--- config.mk ---
export PLATFORM = sky130hd
export DESIGN_NAME = cmlb_refill
export DESIGN_NICKNAME = d
export VERILOG_FILES = /design/src/rtl/cmlb_refill.sv
export SDC_FILE = /design/constraint.sdc
export NUM_CORES = 1
export LEC_CHECK = 0
export BUFFER_PORTS_ARGS = -buffer_cell sky130_fd_sc_hd__buf_4
export CORE_AREA = 2 2 182 184
export CTS_CLUSTER_SIZE = 40
export DETAILED_ROUTE_END_ITERATION = 16
export DIE_AREA = 0 0 184 186
export GPL_ROUTABILITY_DRIVEN = 1
export SYNTH_ARGS = -nofsm -noshare
export SYNTH_HDL_FRONTEND = slang
export SYNTH_SLANG_ARGS = --single-unit
--- constraint.sdc ---
create_clock -name clk -period 9 [get_ports clk]
set_input_delay 0.45 -clock clk [delete_from_list [all_inputs] [get_ports clk]]
set_output_delay 0.45 -clock clk [all_outputs]
set_load 0.005 [all_outputs]
--- src/rtl/cmlb_refill.sv ---
// cmlb_refill: instruction-side translation miss handler feeding the code MLB.
// Walks a 3-level page table (16 KB pages) through a single-outstanding PTE
// read port and either writes the leaf entry into the MLB or raises a fault.
//
// Ports:
//   clk, rst              clock, synchronous active-high reset
//   miss_valid/ready      miss handshake (ready only while idle)
//   miss_addr, miss_tr    faulting fetch address, translated-jump lookup flag
//   root_base             page-table root, sampled when a miss is accepted
//   flush                 abort the current walk
//   mem_req_*             PTE read request (valid/addr/ready)
//   mem_rsp_*             PTE read return (valid/data)
//   wr_stall              MLB stall; holds the write while high
//   wr_wen/tr/addr/data   MLB write port
//   fault_valid/addr      one-cycle fetch fault report
//   busy                  walker not idle
module cmlb_refill #(
    parameter int unsigned PTE_W = 64,
    parameter int unsigned PA_W  = 64
) (
    input  logic              clk,
    input  logic              rst,
    input  logic              miss_valid,
    input  logic [64:0]       miss_addr,
    input  logic              miss_tr,
    output logic              miss_ready,
    input  logic [PA_W-1:0]   root_base,
    input  logic              flush,
    output logic              mem_req_valid,
    output logic [PA_W-1:0]   mem_req_addr,
    input  logic              mem_req_ready,
    input  logic              mem_rsp_valid,
    input  logic [PTE_W-1:0]  mem_rsp_data,
    input  logic              wr_stall,
    output logic              wr_wen,
    output logic              wr_tr,
    output logic [64:0]       wr_addr,
    output logic [PTE_W-1:0]  wr_data,
    output logic              fault_valid,
    output logic [64:0]       fault_addr,
    output logic              busy
);

    localparam int unsigned ADDR_W = 65;
    localparam int unsigned OFF_W  = 14;
    localparam int unsigned IDX_W  = 10;
    localparam int unsigned LVL_W  = 2;

    typedef enum logic [2:0] {
        S_IDLE,
        S_REQ,
        S_WAIT,
        S_WRITE,
        S_FAULT,
        S_DRAIN
    } state_t;

    state_t              state_q, state_d;
    logic [LVL_W-1:0]    level_q, level_d;
    logic [PA_W-1:0]     base_q, base_d;
    logic [ADDR_W-1:0]   addr_q, addr_d;
    logic                tr_q, tr_d;
    logic [PTE_W-1:0]    pte_q, pte_d;

    // Leaf level overwrites these PTE bits on the write port, so they are never consumed.
    logic unused_rsp_bits;
    assign unused_rsp_bits = ^mem_rsp_data[13:12];

    // Table index for a given walk level.
    function automatic logic [IDX_W-1:0] level_index(input logic [LVL_W-1:0] lvl,
                                                     input logic [ADDR_W-1:0] a);
        case (lvl)
            2'd0:    level_index = a[43:34];
            2'd1:    level_index = a[33:24];
            default: level_index = a[23:14];
        endcase
    endfunction

    // Next-state and captured-register logic.
    always_comb begin
        state_d = state_q;
        level_d = level_q;
        base_d  = base_q;
        addr_d  = addr_q;
        tr_d    = tr_q;
        pte_d   = pte_q;

        case (state_q)
            S_IDLE: begin
                // Untranslated window misses are accepted and retired without a walk.
                if (miss_valid && !flush && (miss_addr[43:40] != 4'b1110)) begin
                    addr_d  = miss_addr;
                    tr_d    = miss_tr;
                    base_d  = root_base;
                    level_d = '0;
                    state_d = S_REQ;
                end
            end
            S_REQ: begin
                if (flush) begin
                    // An accepted request still owes us a response that must be drained.
                    state_d = mem_req_ready ? S_DRAIN : S_IDLE;
                end else if (mem_req_ready) begin
                    state_d = S_WAIT;
                end
            end
            S_WAIT: begin
                if (flush) begin
                    state_d = mem_rsp_valid ? S_IDLE : S_DRAIN;
                end else if (mem_rsp_valid) begin
                    if (!mem_rsp_data[0] || (!mem_rsp_data[1] && (level_q == 2'd2))) begin
                        state_d = S_FAULT;
                    end else if (mem_rsp_data[1]) begin
                        // Stored already in write-port form: leaf level in bits [13:12].
                        pte_d   = {mem_rsp_data[PTE_W-1:OFF_W], level_q, mem_rsp_data[11:0]};
                        state_d = S_WRITE;
                    end else begin
                        base_d  = {mem_rsp_data[PA_W-1:OFF_W], {OFF_W{1'b0}}};
                        level_d = level_q + 2'd1;
                        state_d = S_REQ;
                    end
                end
            end
            S_WRITE: begin
                if (flush || !wr_stall) begin
                    state_d = S_IDLE;
                end
            end
            S_FAULT: begin
                state_d = S_IDLE;
            end
            S_DRAIN: begin
                if (mem_rsp_valid) begin
                    state_d = S_IDLE;
                end
            end
            default: begin
                state_d = S_IDLE;
            end
        endcase
    end

    // State, captured registers and registered outputs (decoded from next state).
    always_ff @(posedge clk) begin
        if (rst) begin
            state_q       <= S_IDLE;
            level_q       <= '0;
            base_q        <= '0;
            addr_q        <= '0;
            tr_q          <= 1'b0;
            pte_q         <= '0;
            miss_ready    <= 1'b1;
            mem_req_valid <= 1'b0;
            mem_req_addr  <= '0;
            wr_wen        <= 1'b0;
            fault_valid   <= 1'b0;
            busy          <= 1'b0;
        end else begin
            state_q       <= state_d;
            level_q       <= level_d;
            base_q        <= base_d;
            addr_q        <= addr_d;
            tr_q          <= tr_d;
            pte_q         <= pte_d;
            miss_ready    <= (state_d == S_IDLE);
            mem_req_valid <= (state_d == S_REQ);
            // Aligned base plus a sub-page offset: modulo-2^PA_W add, carry dropped.
            mem_req_addr  <= base_d + PA_W'({level_index(level_d, addr_d), 3'b000});
            wr_wen        <= (state_d == S_WRITE);
            fault_valid   <= (state_d == S_FAULT);
            busy          <= (state_d != S_IDLE);
        end
    end

    assign wr_tr      = tr_q;
    assign wr_addr    = {addr_q[ADDR_W-1:OFF_W], {OFF_W{1'b0}}};
    assign wr_data    = pte_q;
    assign fault_addr = addr_q;

endmodule

# == Yosys cells after proc, flatten, opt, wreduce, memory -nomap -nowiden ==
# Cells that the tools add are included.
# classes
eq_ne,10
reduce_logical,15
bitwise_logic,2
muxes,28
n_addsub,2
# op_table
op,count
two-way mux 64 bit,5
case mux 64 bit (2 select lines),1
two-way mux 44 bit,2
adder 64 x 13 -> 64 bit,1
two-way mux 3 bit,10
case mux 10 bit (2 select lines),1
case mux 3 bit (5 select lines),1
two-way mux 2 bit,6
two-way mux 10 bit,1
"equality test 3 x 2 -> 1 bit, second input constant",3
"equality test 3 x 1 -> 1 bit, second input constant",2
"equality test 3 bit, second input constant",2
logical NOT 3 bit,2
AND reduction 5 bit,1
logical NOT 1 bit,4
"inequality test 4 bit, second input constant",1
case mux 2 bit (2 select lines),1
logical AND 1 bit,3
nonzero test 3 bit,1
"adder 2 x 1 -> 2 bit, second input constant",1
"equality test 2 x 1 -> 1 bit, second input constant",1
"equality test 2 bit, second input constant",1
logical NOT 2 bit,1
logical OR 1 bit,2
2 further kinds,3
# word_totals
out_inout_bits,264
register_bits,268

# == Depth between registers and ports, before layout ==
# logic_depth
word_depth,11
depth_mapped,25

# == Worst setup path after synthesis ==
# Ideal clock, no wire load.
# synth_timing
kind,input port to flip-flop
start,in flush
end,reg mem_req_addr[59]
n_path_buf,6
arrival_ps,4980
path_stages,21
path_slack_ps,3899
setup_ps,121
path_cell_list,buf_6 or3b_4 nor3_4 buf_4 buf_2 buf_1 clkbuf_1 mux2i_1 a21oi_1 ha_1 inv_1 fa_1 nor2b_1 o21ai_0 a21oi_1 o21ai_0 a211oi_1 nand4_1 buf_2 nor4_2 mux2_2
# synth_via
elab_chain_cells,9
word_cells_on_any_way,16
classes_between,add/sub: 1; eq/ne: 1; mux: 10; reduce/logical: 4
# synth_lines
element,line_no,text
from (decl),28,"input logic flush,"
logical NOT 1 bit,91,if (miss_valid && !flush && (miss_addr[43:40] != 4'b1110)) begin
logical AND 1 bit (2 in a row),91,
two-way mux 2 bit,91,
case mux 2 bit (2 select lines),88,case (state_q)
equality test 2 x 1 -> 1 bit or logical NOT 2 bit (tied branches),72,case (lvl)
case mux 10 bit (2 select lines),72,
two-way mux 10 bit,145,if (rst) begin
adder 64 x 13 -> 64 bit *,168,"mem_req_addr <= base_d + PA_W'({level_index(level_d, addr_d), 3'b000});"
to (signal assigned),168,
to (decl),30,"output logic [PA_W-1:0] mem_req_addr,"
# Mark *: on every way between the ends. The rest lies on a longest branch, timed or not. The select of a mux whose other input is x is not followed.
# A chain may end at the register's enable or synchronous reset.

# == Final worst setup path ==
# layout_timing
start,reg level_q[0]
end,reg mem_req_addr[59]
# layout_via
elab_chain_cells,11
word_cells_on_any_way,19
classes_between,add/sub: 2; eq/ne: 2; mux: 12; reduce/logical: 3
# layout_lines
element,line_no,text
from (decl),59,"logic [LVL_W-1:0] level_q, level_d;"
from (signal assigned),160,level_q <= level_d;
"parallel branches: the longest is 10 deep, another holds adder 2 x 1 -> 2 bit",n/a,
adder 64 x 13 -> 64 bit *,168,
# Mark *: on every way between the ends. The select of a mux whose other input is x is not followed.

==> metrics <==
crit path time final 7.10 ns; post-synthesis sequential area ratio 44.4%; Worst EP required 9.44 ns; TritonCTS clock tree built; most frequent cells in the layout buf_4 (459), dfxtp_1 (265), nand2_1 (262), a21oi_1 (138), nor2_1 (132); Fillers 3090; Die Area 34200 µm²; Pint 0.00220 W; H-tree depth 1; switching power share of the total 24.3%; commonest non-fill, non-tap cell in the layout buf_4; routed len/inst 17.8 µm; DP Area 15000 µm²; drt pass-1 iters 7; worst-path cell chain inv_1 > ha_1 > nor3b_4 > and2_1 > nand2_1 > o21ai_1 > nand2_1 > a21oi_1 > a21oi_1 > ha_1 > nor2b_1 > o21ai_0 > a21oi_1 > o21ai_0 > a211oi_1 > nand4_1 > nor4_2 > mux2_2; Routed WL 38.8 mm; Core ar. 32200 µm²; NumNets Final 1965; hold buffers post-CTS 0; RR Endpoint mem_req_addr[59]; Cell Rows 66; Worst Skew 0.0118 ns; most used flip-flop cell after synthesis dfxtp_1; R2R setup slack 1.90 ns; ys async rst share 0%; DRT met1 WL 17.1 mm; Max Fclk 141 MHz; post_cts resized 0; RSZ-0062 raised after global routing false; status finished clean; Setup Buffers After CTS 0; first-pass GRT wire length 58.2 mm; max-slew violations 0; Total Neg Setup Slack 0 ns; Hold Fails Final Rpt 0; critical setup path kind reg2reg; post-DP HPWL 28.2 mm; NetSw 0.000707 W; critical path fanouts, max 21; first-iteration detailed-routing DRC count 535; post-route cell area 16100 µm²; Non-Filler Instances 2184; count of flip-flops with a built-in enable after synthesis 0; drt drc 0; Clock Pin Slew Worst Setup and Hold Paths 0.06 ns; crit path DAT 7.54 ns; met2 wire len 18.1 mm; worst-margin pin slew 1.09 ns; total I/O pin count 465; Reg power frac 42.8%; Via density 5.05; met3 wire length 2.77 mm; register area 5310 µm²; die height 186 µm; IO Port Bufs 448; Reg2Reg Depth 18; Worst Setup Start Kind register; DIE WIDTH 184 µm; GRT overflow 0; Synth Cell Area 11900 µm²; peak supply drop 0.162 mV; Initial Util 37.1%; Critical Path Sink Type register; Critical R2R Launch level_q[0]; Max clock buf depth 3; # Max-Cap Violations 0; flops & latches, synth 265; largest net degree at the start of global routing 95; Multi-input gate area 5700 µm²; setup violators final 0; WHS Path Cells 3; CP max stage delay 0.88 ns; final worst path period share 78.9%; # clock sinks 265; CTS root buffer clkbuf_16; number of global-route vias before repair 10300; post-synthesis cell type count 79; highest routing layer actually used met4; syn_area_per_cell 8.49 µm²; via count 11000; TritonCTS Buffers 30; Hold WS 0.144 ns; share of layout cells above drive strength 1 32.0%; Worst Hold Endpoint fault_addr[1]; Final ANT Viol Nets 0; Clock Latency Late Sink 0.55 ns; leakage power 6.90 nW; hold path start miss_addr[1]; Syn-to-layout area delta 34.7%; global placer's final weighted congestion 0.823; critical path's slowest cell o21ai_1; most used cell, CP a21oi_1; Ys Warns 0; Comb power frac 12.5%; diode count 0; Global Route Usage Sum 21.4%; initial antenna violation count 0; Gate Count Post-Synth 1407; clock network power share 44.7%; Hold WC Path Type in2reg; Inst Count DP 2128; PD cells 181 nW/µm²; Worst slew margin 27.5%
==> logic make-up (layout without fill, tap and decap cells) <==
family                   count (synthesis)  after routing  share of synthesized area (%)
XOR/XNOR                                22             22                           1.61
adder cells (fa/ha/maj)                 12             12                           1.32
flip-flops                             265            265                           44.4
buffers and inverters                  170            526                           8.37
AND/OR/NAND/NOR                        595            595                           24.1
multiplexers                            59             59                           5.24
other                                    1             14                         0.0314
AO/OA/AOI/OAI                          283            283                           14.9
==> Yosys cell counts, types with 4 or more instances <==
cell	number	area [µm²]
a211oi_1	4	30.0
a21o_1	19	143
a21oi_1	138	691
a222oi_1	18	180
a22o_1	13	114
a22oi_1	22	165
and2_1	21	131
and3_1	8	50.1
and4_1	4	35.0
and4bb_2	4	50.1
buf_1	5	18.8
buf_2	13	65.1
buf_4	74	556
buf_6	7	78.8
clkbuf_1	60	225
dfxtp_1	265	5310
ha_1	11	138
inv_1	9	33.8
mux2_1	11	124
mux2_2	17	191
mux2i_1	31	310
nand2_1	263	987
nand2b_1	8	50.1
nand3_1	42	210
nand4_1	9	56.3
nor2_1	133	499
nor2b_1	36	225
nor3_1	18	90.1
nor4_1	5	31.3
nor4_2	4	50.1
nor4b_2	4	60.1
o21a_1	5	37.5
o21ai_0	34	170
o31ai_1	4	30.0
or3_1	7	43.8
xnor2_1	7	61.3
xor2_1	15	131
==> metal layers <==
layer	track usage, %	up-vias
met5	0	-
met4	6.05	0
met3	4.58	58
met2	35.2	361
met1	28.4	5174
li1	-	5443
==> registers in the layout (all words and copies together) (netlist names), named ones only <==
name,flops
fault_addr,65
wr_data,64
base_q,61
mem_req_addr,61
state_q,3
level_q,2
busy,1
fault_valid,1
mem_req_valid,1
miss_ready,1
wr_tr,1
wr_wen,1
==> how the worst max path moves through the flow <==
| stage | depth (start not counted) | from | end |
|---|---|---|---|
| global placement | 18 | level_q[0] | mem_req_addr[49] |
| global route | 18 | level_q[0] | mem_req_addr[59] |
| detailed placement | 18 | level_q[0] | mem_req_addr[59] |
| finish | 18 | level_q[0] | mem_req_addr[59] |
| CTS | 18 | level_q[0] | mem_req_addr[59] |
| floorplan | 21 | flush | mem_req_addr[59] |
==> through the flow <==
stage          total power, W  setup slack, ns  util, %
2_1_floorplan         0.00146             3.90        -
3_3_place_gp          0.00163             1.96     46.7
3_5_place_dp          0.00163             1.84     46.7
4_1_cts               0.00294             1.81     50.0
5_1_grt               0.00303             1.23     50.0
6_report              0.00291             1.90     50.0
==> cell type report <==
cell class                 instances  area share, %
clock inverter                    15           1.14
sequential                       265           33.0
multi-input combinational        985           35.4
inverter                           9          0.210
timing repair buffer             461           21.6
clock buffer                      41           5.49
tap                              408           3.17
==> power groups by stage <==
stage                     combinational (W)  sequential, W  clock, W
after floorplan                    0.000194        0.00127         0
after CTS                          0.000367        0.00124   0.00133
final                              0.000365        0.00124   0.00130
after global placement             0.000362        0.00127         0
after detailed placement           0.000365        0.00127         0
after global routing               0.000399        0.00125   0.00138
==> critical path, delay by kind of cell, from the launching register on <==
family / cells / cell delay, ns
AO/OA/AOI/OAI: 7 / 2.29
multiplexers: 1 / 0.37
adder cells (fa/ha/maj): 2 / 0.59
AND/OR/NAND/NOR: 7 / 3.28
flip-flops: 1 / 0.37
buffers and inverters: 1 / 0.07
(Power assumes the default switching activity.)
